### src/rtl/float_add_pipe.sv
// Floating-point add/subtract: S1 unpack/align, S2 signed mantissa add, S3 normalise/round/pack.
// Latency: 3 cycles from an accepted request to resp_valid; one result per cycle when not stalled.
// Backpressure: resp_valid && !resp_ready freezes every stage, and req_ready = !stall.
// Build option: define FLOAT_ADD_PIPE_ROUND_EN for round-to-nearest-even; otherwise guard bits are truncated.
module float_add_pipe #(
    parameter int float_exp_width  = 8,
    parameter int float_mant_width = 23
) (
    input  logic                                      clk,
    input  logic                                      rst,
    input  logic                                      req_valid,
    output logic                                      req_ready,
    input  logic [float_exp_width+float_mant_width:0] a,
    input  logic [float_exp_width+float_mant_width:0] b,
    input  logic                                      sub,
    output logic                                      resp_valid,
    input  logic                                      resp_ready,
    output logic [float_exp_width+float_mant_width:0] out
);

    localparam int EW   = float_exp_width;
    localparam int MW   = float_mant_width;
    localparam int W    = 1 + EW + MW;
    localparam int SW   = MW + 4;          // hidden 1, mantissa, guard, round, sticky
    localparam int AW   = SW + 2;          // plus carry and sign for the two's-complement add
    localparam int MAGW = AW - 1;          // magnitude of the sum, carry bit on top
    localparam int SIGW = MW + 1;          // normalised significand without guard bits
    localparam int EP   = EW + 2;          // signed exponent work width
    localparam int LZW  = $clog2(SW + 1);
    localparam int unsigned SH_MAX = MW + 3;
    localparam logic signed [EP-1:0] EXP_ZERO = '0;
    localparam logic signed [EP-1:0] EXP_INF  = EP'((1 << EW) - 1);

    // Sign-magnitude to two's complement with room for the carry
    function automatic logic signed [AW-1:0] to_twos(input logic neg, input logic [SW-1:0] mag);
        logic signed [AW-1:0] v;
        v = $signed({2'b00, mag});
        return neg ? -v : v;
    endfunction

    // Count leading zeros from the hidden-bit position downwards
    function automatic logic [LZW-1:0] lzc(input logic [SW-1:0] v);
        logic [LZW-1:0] n;
        logic           found;
        n     = '0;
        found = 1'b0;
        for (int i = SW - 1; i >= 0; i--) begin
            if (!found) begin
                if (v[i]) found = 1'b1;
                else      n     = n + LZW'(1);
            end
        end
        return n;
    endfunction

    logic w_stall;

    // ---------------- S1: unpack and align ----------------
    logic          w_sa, w_sb, w_a_zero, w_b_zero, w_a_big;
    logic          w_sign_big, w_sign_small;
    logic [EW-1:0] w_ea, w_eb, w_exp_big, w_diff;
    logic [MW-1:0] w_ma, w_mb, w_m_big, w_m_small;
    logic [SW-1:0] w_sig_big, w_sig_small_raw, w_lost_mask, w_sig_small;
    logic          w_byp;
    logic [W-1:0]  w_byp_word;

    logic                 r1_vld;
    logic [EW-1:0]        r1_exp;
    logic signed [AW-1:0] r1_op_big, r1_op_small;
    logic                 r1_byp;
    logic [W-1:0]         r1_byp_word;

    // Pick the larger exponent, right-shift the other significand and fold shifted-out bits into sticky
    always_comb begin
        w_sa     = a[W-1];
        w_sb     = b[W-1] ^ sub;
        w_ea     = a[W-2:MW];
        w_eb     = b[W-2:MW];
        w_ma     = a[MW-1:0];
        w_mb     = b[MW-1:0];
        w_a_zero = (w_ea == '0);
        w_b_zero = (w_eb == '0);
        w_a_big  = (w_ea >= w_eb);
        if (w_a_big) begin
            w_exp_big    = w_ea;
            w_diff       = w_ea - w_eb;
            w_m_big      = w_ma;
            w_m_small    = w_mb;
            w_sign_big   = w_sa;
            w_sign_small = w_sb;
        end else begin
            w_exp_big    = w_eb;
            w_diff       = w_eb - w_ea;
            w_m_big      = w_mb;
            w_m_small    = w_ma;
            w_sign_big   = w_sb;
            w_sign_small = w_sa;
        end
        w_sig_big       = {1'b1, w_m_big, 3'b000};
        w_sig_small_raw = {1'b1, w_m_small, 3'b000};
        w_lost_mask     = ~({SW{1'b1}} << w_diff);
        w_sig_small     = w_sig_small_raw >> w_diff;
        if (32'(w_diff) > SH_MAX) begin
            // Everything shifted past the sticky position: only its non-zero-ness survives
            w_sig_small = {{(SW-1){1'b0}}, 1'b1};
        end else begin
            w_sig_small[0] = w_sig_small[0] | (|(w_sig_small_raw & w_lost_mask));
        end
        // A zero (or flushed denormal) operand makes the result the other operand, effective sign applied
        w_byp = w_a_zero | w_b_zero;
        if (w_a_zero) begin
            w_byp_word = w_b_zero ? {w_sb, {(W-1){1'b0}}} : {w_sb, b[W-2:0]};
        end else begin
            w_byp_word = a;
        end
    end

    // S1 register: aligned signed operands plus the zero-operand bypass word
    always_ff @(posedge clk or posedge rst) begin
        if (rst) begin
            r1_vld      <= 1'b0;
            r1_exp      <= '0;
            r1_op_big   <= '0;
            r1_op_small <= '0;
            r1_byp      <= 1'b0;
            r1_byp_word <= '0;
        end else if (!w_stall) begin
            r1_vld      <= req_valid;
            r1_exp      <= w_exp_big;
            r1_op_big   <= to_twos(w_sign_big, w_sig_big);
            r1_op_small <= to_twos(w_sign_small, w_sig_small);
            r1_byp      <= w_byp;
            r1_byp_word <= w_byp_word;
        end
    end

    // ---------------- S2: signed add ----------------
    logic signed [AW-1:0] w2_sum;
    logic [MAGW-1:0]      w2_mag;

    logic            r2_vld;
    logic            r2_sign;
    logic [MAGW-1:0] r2_mag;
    logic [EW-1:0]   r2_exp;
    logic            r2_byp;
    logic [W-1:0]    r2_byp_word;

    // Add the aligned operands and split the sum back into sign and magnitude
    always_comb begin
        w2_sum = r1_op_big + r1_op_small;
        w2_mag = w2_sum[AW-1] ? MAGW'(-w2_sum) : w2_sum[AW-2:0];
    end

    // S2 register: result sign, unnormalised magnitude, reference exponent
    always_ff @(posedge clk or posedge rst) begin
        if (rst) begin
            r2_vld      <= 1'b0;
            r2_sign     <= 1'b0;
            r2_mag      <= '0;
            r2_exp      <= '0;
            r2_byp      <= 1'b0;
            r2_byp_word <= '0;
        end else if (!w_stall) begin
            r2_vld      <= r1_vld;
            r2_sign     <= w2_sum[AW-1];
            r2_mag      <= w2_mag;
            r2_exp      <= r1_exp;
            r2_byp      <= r1_byp;
            r2_byp_word <= r1_byp_word;
        end
    end

    // ---------------- S3: normalise, round, pack ----------------
    logic                 r3_vld;
    logic [W-1:0]         r3_word;

    logic signed [EP-1:0] w3_exp_in, w3_exp_n, w3_exp_f;
    logic [LZW-1:0]       w3_lz;
    logic [SW-1:0]        w3_norm;
    logic [SIGW-1:0]      w3_sig;
    logic [MW-1:0]        w3_mant;
    logic [W-1:0]         w3_word;
`ifdef FLOAT_ADD_PIPE_ROUND_EN
    logic                 w3_up;
    logic [SIGW:0]        w3_sig_r;
`endif

    // Bring the hidden bit back to the top, then round or truncate and clamp the exponent range
    always_comb begin
        w3_exp_in = $signed(EP'(r2_exp));
        w3_lz     = '0;
        if (r2_mag[SW]) begin
            // Carry out of the add: one right shift, keep the dropped bit in sticky
            w3_norm  = {r2_mag[SW:2], r2_mag[1] | r2_mag[0]};
            w3_exp_n = w3_exp_in + EP'(1);
        end else begin
            w3_lz    = lzc(r2_mag[SW-1:0]);
            w3_norm  = r2_mag[SW-1:0] << w3_lz;
            w3_exp_n = w3_exp_in - $signed(EP'(w3_lz));
        end
        w3_sig = SIGW'(w3_norm >> 3);
`ifdef FLOAT_ADD_PIPE_ROUND_EN
        w3_up    = w3_norm[2] & (w3_norm[1] | w3_norm[0] | w3_sig[0]);
        w3_sig_r = {1'b0, w3_sig} + (SIGW+1)'(w3_up);
        if (w3_sig_r[SIGW]) begin
            // Rounding rolled 1.11..1 over to 10.00..0
            w3_mant  = w3_sig_r[SIGW-1:1];
            w3_exp_f = w3_exp_n + EP'(1);
        end else begin
            w3_mant  = w3_sig_r[MW-1:0];
            w3_exp_f = w3_exp_n;
        end
`else
        w3_mant  = MW'(w3_sig);
        w3_exp_f = w3_exp_n;
`endif
        if (r2_byp) begin
            w3_word = r2_byp_word;
        end else if (r2_mag == '0) begin
            w3_word = '0;
        end else if (w3_exp_f <= EXP_ZERO) begin
            w3_word = {r2_sign, {(W-1){1'b0}}};
        end else if (w3_exp_f >= EXP_INF) begin
            w3_word = {r2_sign, {EW{1'b1}}, {MW{1'b0}}};
        end else begin
            w3_word = {r2_sign, w3_exp_f[EW-1:0], w3_mant};
        end
    end

    // S3 register: the visible result, frozen while the consumer stalls
    always_ff @(posedge clk or posedge rst) begin
        if (rst) begin
            r3_vld  <= 1'b0;
            r3_word <= '0;
        end else if (!w_stall) begin
            r3_vld  <= r2_vld;
            r3_word <= w3_word;
        end
    end

    assign w_stall    = r3_vld & ~resp_ready;
    assign req_ready  = ~w_stall;
    assign resp_valid = r3_vld;
    assign out        = r3_word;

endmodule
### config.mk
export PLATFORM = sky130hd
export DESIGN_NAME = float_add_pipe
export DESIGN_NICKNAME = d
export VERILOG_FILES = /design/src/rtl/float_add_pipe.sv
export SDC_FILE = /design/constraint.sdc
export NUM_CORES = 1
export LEC_CHECK = 0
export CAP_MARGIN = 20
export CORE_MARGIN = 8
export CORE_UTILIZATION = 35
export CTS_BUF_LIST = sky130_fd_sc_hd__clkbuf_4 sky130_fd_sc_hd__clkbuf_8
export DETAILED_ROUTE_END_ITERATION = 8
export GPL_TIMING_DRIVEN = 1
export PLACE_DENSITY_LB_ADDON = 0.25
export RECOVER_POWER = 50
export SLEW_MARGIN = 5
export SYNTH_ARGS = -nofsm -noshare
export SYNTH_HDL_FRONTEND = slang
export SYNTH_SLANG_ARGS = --single-unit
### constraint.sdc
create_clock -name clk -period 15.4 [get_ports clk]
set_input_delay 1.54 -clock clk [delete_from_list [all_inputs] [get_ports clk]]
set_output_delay 1.54 -clock clk [all_outputs]
set_load 0.01 [all_outputs]
## Word level (Yosys, flattened, before mapping)

Index checks and enable logic that the tools add are counted.
Widths: inputs -> output; s select.

- Register bits: 204
- Input port bits: 69
- Output and inout port bits: 34

- Add/sub/neg operators: 34
- $lt $le $gt $ge: 4
- Shifts and indexed selects: 3
- Multiplexer cells: 176
- Bitwise operators: 9
- Reductions and logical operators: 4

Operators by type and width:

| kind | count |
|---|---|
| $mux 5 | 79 |
| $add 5x1->5 const B | 26 |
| $mux 32 | 3 |
| $mux 31 | 3 |
| $mux 1 | 81 |
| $mux 29 | 2 |
| $neg 27->29 | 2 |
| $mux 26 | 2 |
| $mux 23 | 2 |
| $add 29x29->29 | 1 |
| $logic_not 28->1 | 1 |
| $mux 28 | 1 |
| $neg 28->28 | 1 |
| $and 27x27->27 | 1 |
| $not 27->27 | 1 |
| $reduce_or 27->1 | 1 |
| $shl 27x5->26 | 1 |
| $shl 27x8->27 const A | 1 |
| $shr 27x8->27 | 1 |
| $logic_not 8->1 | 2 |
| $mux 8 | 2 |
| $sub 8x8->8 | 2 |
| $ge 10x9->1 const B | 1 |
| $le 10x1->1 const B | 1 |
| other kinds (9) | 12 |

## Depth between registers and ports, before layout

Gate-level depths: netlist (run 1).

- Depth after elaboration: 113
- Gate-level depth with buffers: 89

## Worst setup path before layout (run 1)

OpenSTA, ideal clock, no wires.

- Path type: flip-flop to flip-flop
- From: register r2_mag[23]
- To: register r3_word[16], in the netlist out[16]
- Setup time: 0.082 ns
- Data arrival time: 15.560 ns
- Required time: 15.318 ns
- Slack: -0.243 ns
- Stages on the path, launching flop included: 89
- Path buffers: 5
- Clock period less this slack: 15.643 ns
- Path through: dfrtp_1 -> buf_6 -> or4_1 -> buf_2 -> and2_1 -> ha_1 -> nor2_1 -> o21ai_0 -> o21ai_0 -> ha_1 -> inv_1 -> a221oi_1 -> a311oi_1 -> a21oi_1 -> o21ai_0 -> ha_1 -> nor2_1 -> or3_1 -> [53 not listed] -> clkbuf_1 -> ha_1 -> nor2b_1 -> o21ai_0 -> nand2b_1 -> a2111oi_0 -> nor2_1 -> xnor2_1 -> nor3_1 -> nand3_1 -> nor2_1 -> a2111o_1 -> clkbuf_1 -> nor2b_1 -> nand2_1 -> clkbuf_1 -> a21o_1 -> o22ai_1

- Cells in the longest elaborated chain, start to end: 102

Ends and longest elaborated chain:

| element | line | RTL |
|---|---|---|
| start, declared | 143 | `logic [MAGW-1:0] r2_mag;` |
| start signal, assigned | 166 | `r2_mag <= w2_mag;` |
| $mux 5 | 49 | `if (v[i]) found = 1'b1;` |
| $mux 5 | 48 | `if (!found) begin` |
| $mux 5 | 192 | `if (r2_mag[SW]) begin` |
| $add 5x1->5 | 50 | `else n = n + LZW'(1);` |
| $mux 5 | 49 |  |
| $mux 5 | 48 |  |
| $mux 5 | 192 |  |
| $add 5x1->5 | 50 |  |
| [86 not listed] | n/a |  |
| $mux 5 | 192 |  |
| $sub 8x5->9 | 199 | `w3_exp_n = w3_exp_in - $signed(EP'(w3_lz));` |
| $mux 10 | 192 |  |
| $ge 10x9->1 | 223 | `end else if (w3_exp_f >= EXP_INF) begin` |
| $mux 31 | 223 |  |
| $mux 31 | 221 | `end else if (w3_exp_f <= EXP_ZERO) begin` |
| $mux 32 * | 219 | `end else if (r2_mag == '0) begin` |
| $mux 32 * | 217 | `if (r2_byp) begin` |
| end signal, assigned | 237 | `r3_word <= w3_word;` |
| end, declared | 175 | `logic [W-1:0] r3_word;` |

Every way passes the cells marked *; elsewhere a longest branch is shown, timed or not. The select of a mux whose other input is x is not followed.
A chain may end at the register's enable or synchronous reset.

## Final worst setup path (run 1)

- From: register r2_mag[24]
- To: register r3_word[8], in the netlist out[8]

- Cells in the longest elaborated chain, start to end: 106

Ends and longest elaborated chain:

| element | line |
|---|---|
| $mux 5 | 49 |
| $mux 5 | 48 |
| $mux 5 | 192 |
| $add 5x1->5 | 50 |
| $mux 5 | 49 |
| $mux 5 | 48 |
| $mux 5 | 192 |
| $add 5x1->5 | 50 |
| [90 not listed] | n/a |
| $mux 5 | 192 |
| $sub 8x5->9 | 199 |
| $mux 10 | 192 |
| $ge 10x9->1 | 223 |
| $mux 31 | 223 |
| $mux 31 | 221 |
| $mux 32 * | 219 |
| $mux 32 * | 217 |

Marks and branches as above.

==> impl_metrics.csv, run 1 <==
group,metric,value,unit
run_status,status,"finished with violations",
run_status,violations,"capacitance limit, slew limit",
final_layout,area_delta_synth_final,14.8,%
floorplanning,die_h,246,um
final_layout,nNetsFinal,2579,
place,dp.cells,3066,
global_route,track_usage,20.5,%
setup_path,end_kind,"flip-flop",
final_layout,postLayoutCellArea,0.0213,mm2
detailed_routing,dr_total_vias,17918,
detailed_routing,antenna_left,0,
setup_path,critical_path_class,"reg2reg",
clock_tree,path_clk_slew,0.11,ns
synthesis,synth.yosys.seq_area_share,26.9,%
setup_path,r2r_setup_slack,0.38,ns
min_path,whs_endpoint,"resp_valid",
setup_path,crit_slowest_cell,"or4_4",
final_layout,drive_gt1_share,10.0,%
min_path,holdCritStartpoint,"r2_vld",
min_path,worstHoldPathType,"reg2reg",
setup_path,max_stage_delay,0.54,ns
floorplanning,core_area,0.0526,mm2
global_route,grt_max_degree,107,
detailed_routing,drc_errors,0,
pwr,power.leakage,9.10,nW
sta,clock.fmax,66.6,MHz
sta,skew,0.0250,ns
clock_tree,cts_buffers,17,
setup_path,rr_startpoint,"r2_mag[24]",
synthesis,syn-num-nets,2523,
setup_path,r2r_end,"out[8]",
synthesis,synth_cell_type_count,90,
sta,relSlewSlack,-204,%
sta,min_period,15.02,ns
synthesis,syn_area_per_cell,7.82,um2
place,portBuffers,102,
detailed_routing,dr.first_iter.drc_count,1705,
clock_tree,clk_latency,0.50,ns
clock_tree,clock_tree.root_cell,"clkbuf_8",
clock_tree,cts_buffer_depth,2,
final_layout,finish.utilization,40.6,%
floorplanning,start_util,35.4,%
min_path,hold-path-cell-count,1,
pwr,irDropWorstVdd,99.5,uV
global_route,grt_pass1_vias,16915,
setup_path,path_max_fanout,7,
synthesis,synth-async-reset-ratio,100,%
synthesis,synth_edf_count,0,
job,max-cap-violations,3,
clock_tree,cts_tree,"yes",
synthesis,synth_flop_cell,"dfrtp_1",
setup_path,critPathLaunchType,"flip-flop",
floorplanning,rows,84,
clock_tree,cts_max_level,4,
global_route,grt_first_pass_wirelength,99.6,mm
setup_path,critPathTopFamily,"compound AO/OA/AOI/OAI gates",
setup_path,crit_top_cell,"ha_1",
setup_path,worstPathArrival,15.43,ns
global_route,antenna_found_initial,2,
place,placed_area,0.0204,mm2
place,place_congestion,0.986,
detailed_routing,drt_wl_total,64.8,mm
sta,timing.final.crit_share,97.5,%
clock_tree,cts_hold_buf,0,
sta,hold_viol,0,
final_layout,fillers,5408,
global_route,overflow,0,
detailed_routing,wire_per_inst,20.7,um
detailed_routing,avgViaCountPerCell,5.71,
floorplanning,dieArea,0.0607,mm2
floorplanning,dieWidth,246,um
synthesis,yosys_warnings,0,
place,detailed_place_hpwl,49.5,mm
floorplanning,ios,103,
final_layout,final_cells,3136,
setup_path,required,15.81,ns
synthesis,synthCells,2378,
clock_tree,clock-sinks,200,
detailed_routing,dr.pass1.iters,7,
synthesis,ys_ff_latch,200,
sta,tightest_slew,4.54,ns
synthesis,netlist_area,0.0186,mm2
pwr,power_density,203,mW/mm2
sta,drv_slew,205,
sta,setup_violations,0,
setup_path,rr_worst_depth,83,
setup_path,critPathBufInv,5,
==> what timing repair did <==
action                     4_1_cts  5_1_grt
pin swaps                        7       72
resized for setup               18       61
gates cloned                     0        1
setup endpoints to repair       31       31
setup buffers                   14       21
==> cell usage in the layout, fill, tap and decap left out, types with 15 or more instances in the layout <==
master and n:
nor3_1 38, clkbuf_8 18, nand2_1 329, o22ai_1 15, nand2b_1 27, mux2_2 24, mux2i_1 177, dlygate4sd3_1 35
o21a_1 15, nand3_1 52, inv_1 68, o21ai_0 117, ha_1 63, a221oi_1 40, buf_4 79, nor2b_1 40
nor2_1 270, a31oi_1 25, clkdlybuf4s50_1 67, xor2_1 64, and3_1 23, a21o_1 15, a211oi_1 18, o211ai_1 18
dfrtp_1 200, xnor2_1 77, a21oi_1 205
==> report_power, final <==
part           internal [mW]  switching [mW]
Sequential             0.736           0.266
Clock                  0.140           0.202
Combinational           1.27            1.72
Total                   2.15            2.18
==> cell families after synthesis <==
logic type      share of synthesized area, %
compound gates                          20.2
buf+inv                                 4.60
flops                                   26.9
mux                                     12.3
simple gates                            22.2
fa+ha+maj                               5.60
xor+xnor                                8.17
==> metrics by stage <==
step | worst slack, ns | hold slack (ns) | power (mW) | TNS, ns
6_report | 0.379 | 0.466 | 4.33 | 0
5_1_grt | -0.383 | 0.492 | 4.68 | -7.24
4_1_cts | 0.0381 | 0.473 | 4.14 | 0
3_5_place_dp | -1.05 | 0.449 | 3.75 | -22.39
3_3_place_gp | -0.370 | 0.441 | 3.70 | -6.01
2_1_floorplan | 0.0731 | 0.430 | 2.90 | 0
==> area by class of cell <==
| cell class | count | area (um2) | share of cell area, % |
|---|---|---|---|
| diodes | 1 | 2.50 | 0.0117 |
| clock inverters | 14 | 155 | 0.727 |
| repair buffers | 184 | 1630 | 7.64 |
| clock buffers | 18 | 248 | 1.16 |
| inverters | 73 | 277 | 1.30 |
| flip-flops and latches | 200 | 5000 | 23.5 |
| well taps | 688 | 861 | 4.04 |
| multi-input cells | 1958 | 13200 | 61.7 |
==> how the worst max path moves through the flow <==
stage                from       to  slack (ns)  cells after the start
6_report       r2_mag[24]   out[8]        0.38                     83
5_1_grt        r2_mag[24]   out[8]       -0.38                     84
2_1_floorplan  r2_mag[23]  out[16]        0.07                     88
4_1_cts        r2_mag[23]   out[8]        0.04                     84
3_3_place_gp   r2_mag[25]  out[16]       -0.37                     82
3_5_place_dp   r2_mag[25]  out[15]       -1.05                     81
==> state kept, by name, indices dropped and copies added, names as in the netlist <==
signal,flops
r2_vld,1
out,32
r2_sign,1
r2_byp_word,32
r1_op_small,29
r2_exp,8
r1_byp_word,32
resp_valid,1
r2_mag,28
r1_byp,1
r2_byp,1
r1_exp,8
r1_vld,1
r1_op_big,25
==> routing by layer <==
metal  GRT usage (%)  part of all wire [%]  vias up
li1                -                     -     8590
met1            28.3                    46     8601
met2            33.1                    46      610
met3            1.81                   4.7      117
met4            7.50                   3.6        0
met5               0                     0        -
==> Yosys cell counts, types with 7 or more instances <==
master	count	share of area [%]
a2111oi_0	7	0.33
a211oi_1	18	0.73
a21o_1	15	0.61
a21oi_1	211	5.7
a221oi_1	41	1.9
a22oi_1	8	0.32
a31oi_1	26	0.88
and2_1	13	0.44
and3_1	24	0.81
buf_1	8	0.16
buf_2	9	0.24
clkbuf_1	129	2.6
dfrtp_1	200	27
ha_1	72	4.8
inv_1	73	1.5
mux2_2	24	1.5
mux2i_1	178	9.6
mux4_2	9	1.1
nand2_1	332	6.7
nand2b_1	27	0.91
nand3_1	52	1.4
nand4_1	14	0.47
nor2_1	276	5.6
nor2b_1	45	1.5
nor3_1	40	1.1
nor3b_1	9	0.36
nor4_1	14	0.47
o2111ai_1	9	0.42
o211ai_1	18	0.73
o21a_1	15	0.61
o21ai_0	130	3.5
o21ai_1	8	0.22
o21bai_1	13	0.52
o22ai_1	15	0.50
o31ai_1	11	0.44
or2_2	7	0.24
or3_1	14	0.47
xnor2_1	82	3.9
xor2_1	66	3.1
Power figures use the tool's default switching activity.
==> run 2: changes to the inputs <==
--- a/config.mk
+++ b/config.mk
@@ -5,7 +5,7 @@
 export SDC_FILE = /design/constraint.sdc
 export NUM_CORES = 1
 export LEC_CHECK = 0
-export CAP_MARGIN = 20
+export CAP_MARGIN = 10
 export CORE_MARGIN = 8
 export CORE_UTILIZATION = 35
 export CTS_BUF_LIST = sky130_fd_sc_hd__clkbuf_4 sky130_fd_sc_hd__clkbuf_8
==> run 2 against run 1 <==
Net effect:
- the run still ends with capacitance limit, slew limit left
- sequential share of layout area about the same
- die area unchanged
- utilization about the same
- clock power about the same
- hold slack improved by 0.0023 ns
- clock-buffer cell count unchanged
- combinational power about the same
- sequential power about the same
- design area about the same
- register-to-register slack got worse by 0.02 ns
- first-iteration DRC count decreased by 3.5%
- critical path type unchanged
- largest power group unchanged
==> impl_metrics.csv, run 2 (synthesis gave the netlist of run 1 again) <==
group,metric,value,unit
run_status,status,"finished with violations",
run_status,violations,"capacitance limit, slew limit",
global_route,grt_max_degree,107,
detailed_routing,drc_errors,0,
floorplanning,ios,103,
sta,min_period,15.04,ns
floorplanning,die_h,246,um
setup_path,worstPathArrival,15.45,ns
final_layout,multi_input_area,0.0132,mm2
global_route,overflow,0,
pwr,power.leakage,9.10,nW
final_layout,final_cells,3135,
sta,setup_violations,0,
sta,setup_slack,0.361,ns
job,max-cap-violations,3,
sta,hold_viol,0,
floorplanning,rows,84,
setup_path,critical_path_class,"reg2reg",
place,place_congestion,0.986,
place,dp.cells,3066,
clock_tree,cts_buffers,17,
setup_path,crit_slowest_cell,"or4_4",
place,placed_area,0.0204,mm2
final_layout,layout_common_cells,"329 x nand2_1, 270 x nor2_1, 205 x a21oi_1",
final_layout,seq_area,0.00500,mm2
sta,relSlewSlack,-204,%
setup_path,critPathLaunchType,"flip-flop",
sta,timing.final.crit_share,97.7,%
setup_path,max_stage_delay,0.54,ns
pwr,finalPower,4.33,mW
final_layout,area_delta_synth_final,14.7,%
final_layout,layout_commonest_cell,"nand2_1",
global_route,grt_use_met2,33.1,%
pwr,power_density,203,mW/mm2
place,portBuffers,102,
clock_tree,clk_latency,0.49,ns
global_route,grt_first_pass_wirelength,99.6,mm
detailed_routing,dr_total_vias,17869,
final_layout,nNetsFinal,2578,
clock_tree,cts_buffer_depth,2,
setup_path,required,15.81,ns
place,pre_cts_ws,-1.05,ns
min_path,worstHoldPathType,"reg2reg",
detailed_routing,avgViaCountPerCell,5.70,
detailed_routing,antenna_left,0,
clock_tree,cts_max_level,4,
detailed_routing,dr.pass1.iters,6,
global_route,antenna_found_initial,2,
global_route,use_met3,1.81,%
global_route,grt_pass1_vias,16915,
floorplanning,start_util,35.4,%
global_route,met1_usage,28.3,%
setup_path,path_max_fanout,7,
setup_path,end_kind,"flip-flop",
detailed_routing,wire_per_inst,20.7,um
sta,tightest_slew,4.54,ns
sta,clock.fmax,66.5,MHz
final_layout,drive_gt1_share,9.98,%
detailed_routing,drt_wl_total,64.8,mm
place,detailed_place_hpwl,49.5,mm
sta,skew,0.0254,ns
clock_tree,clock-sinks,200,
global_route,track_usage,20.5,%
floorplanning,dieArea,0.0607,mm2
detailed_routing,dr.first_iter.drc_count,1646,
clock_tree,clock_tree.root_cell,"clkbuf_8",
clock_tree,cts_tree,"yes",
clock_tree,path_clk_slew,0.11,ns
pwr,irDropWorstVdd,99.7,uV
floorplanning,core_area,0.0526,mm2
sta,drv_slew,205,
final_layout,fillers,5405,
final_layout,postLayoutCellArea,0.0213,mm2
floorplanning,dieWidth,246,um
global_route,grt.busiest_layer,"met2",
## run 2: cell types whose count changed in the layout (fill, tap and decap cells not counted)
| cell | previous run | this run |
|---|---|---|
| clkbuf_4 | 1 | 0 |
## run 2: final timing paths
path	startpoint	endpoint	slack [ns]	cells past startpoint
min in group asynchronous	rst	r1_byp_word[27]	2.85	2
hold / removal	r2_byp_word[5]	r2_byp_word[5]	0.47	2
max in group asynchronous	rst	r1_op_small[13]	6.86	4
setup / recovery	r2_mag[24]	out[8]	0.36	84
hold reg to reg	r2_byp_word[5]	r2_byp_word[5]	0.47	2
setup reg to reg	r2_mag[24]	out[8]	0.36	84
## run 2: worst max-delay path: cells and delay by family (launching register included)
family | cells | cell delay [ns]
AOI/OAI and AO/OA | 33 | 5.19
xor gates and xnor gates | 5 | 0.81
adders and majority gates | 13 | 3.25
buffers and inverters | 5 | 0.60
DFF | 1 | 0.39
muxes | 3 | 0.46
and+or+nand+nor | 25 | 4.24
## run 2: final cells by class
type	count	area share, %
Clock inverter	14	0.728
Tap cell	688	4.04
Inverter	73	1.30
Sequential cell	200	23.5
Timing Repair Buffer	183	7.60
Clock buffer	18	1.16
Multi-Input combinational cell	1958	61.7
Antenna cell	1	0.0117
## run 2: routing by layer
layer	wire [um]	up-vias
met4	2260	0
met2	29900	606
met5	0	-
met3	3220	111
li1	-	8588
met1	29500	8564
## run 2: through the flow
| stage | hold slack, ns | TNS, ns | util, % |
|---|---|---|---|
| after floorplan | 0.430 | 0 | - |
| after global placement | 0.441 | -6.01 | 38.7 |
| after detailed placement | 0.449 | -22.39 | 38.7 |
| after CTS | 0.473 | 0 | 39.8 |
| after global routing | 0.492 | -7.24 | 40.6 |
| final | 0.468 | 0 | 40.6 |
## run 2: power breakdown
part	leakage [nW]	total, mW	internal, mW	switching [mW]
logic	6.56	2.99	1.27	1.72
clock network	0.206	0.342	0.140	0.202
registers	2.33	1.00	0.736	0.266
total	9.10	4.33	2.15	2.18
## run 2: what timing repair did
item,CTS,global route
gates resized for setup,18,61
pin swaps,7,72
endpoints found under the setup margin,31,31
setup buffers,14,21
hold buffers,0,0
cloned,0,1
==> run 3: changes to the inputs <==
==> constraint.sdc (replaced) <==
create_clock -name clk -period 15.4 [get_ports clk]
set_input_delay 1.54 -clock clk [delete_from_list [all_inputs] [get_ports clk]]
set_output_delay 1.54 -clock clk [all_outputs]
set_load 0.005 [all_outputs]
==> results of run 3 <==
Same layout as run 2 (identical final DEF). Status: finished with violations: capacitance limit, slew limit.
Among the figures that moved: total power 4.33 mW -> 4.32 mW; worst IR drop on VDD 99.7 uV -> 99.3 uV
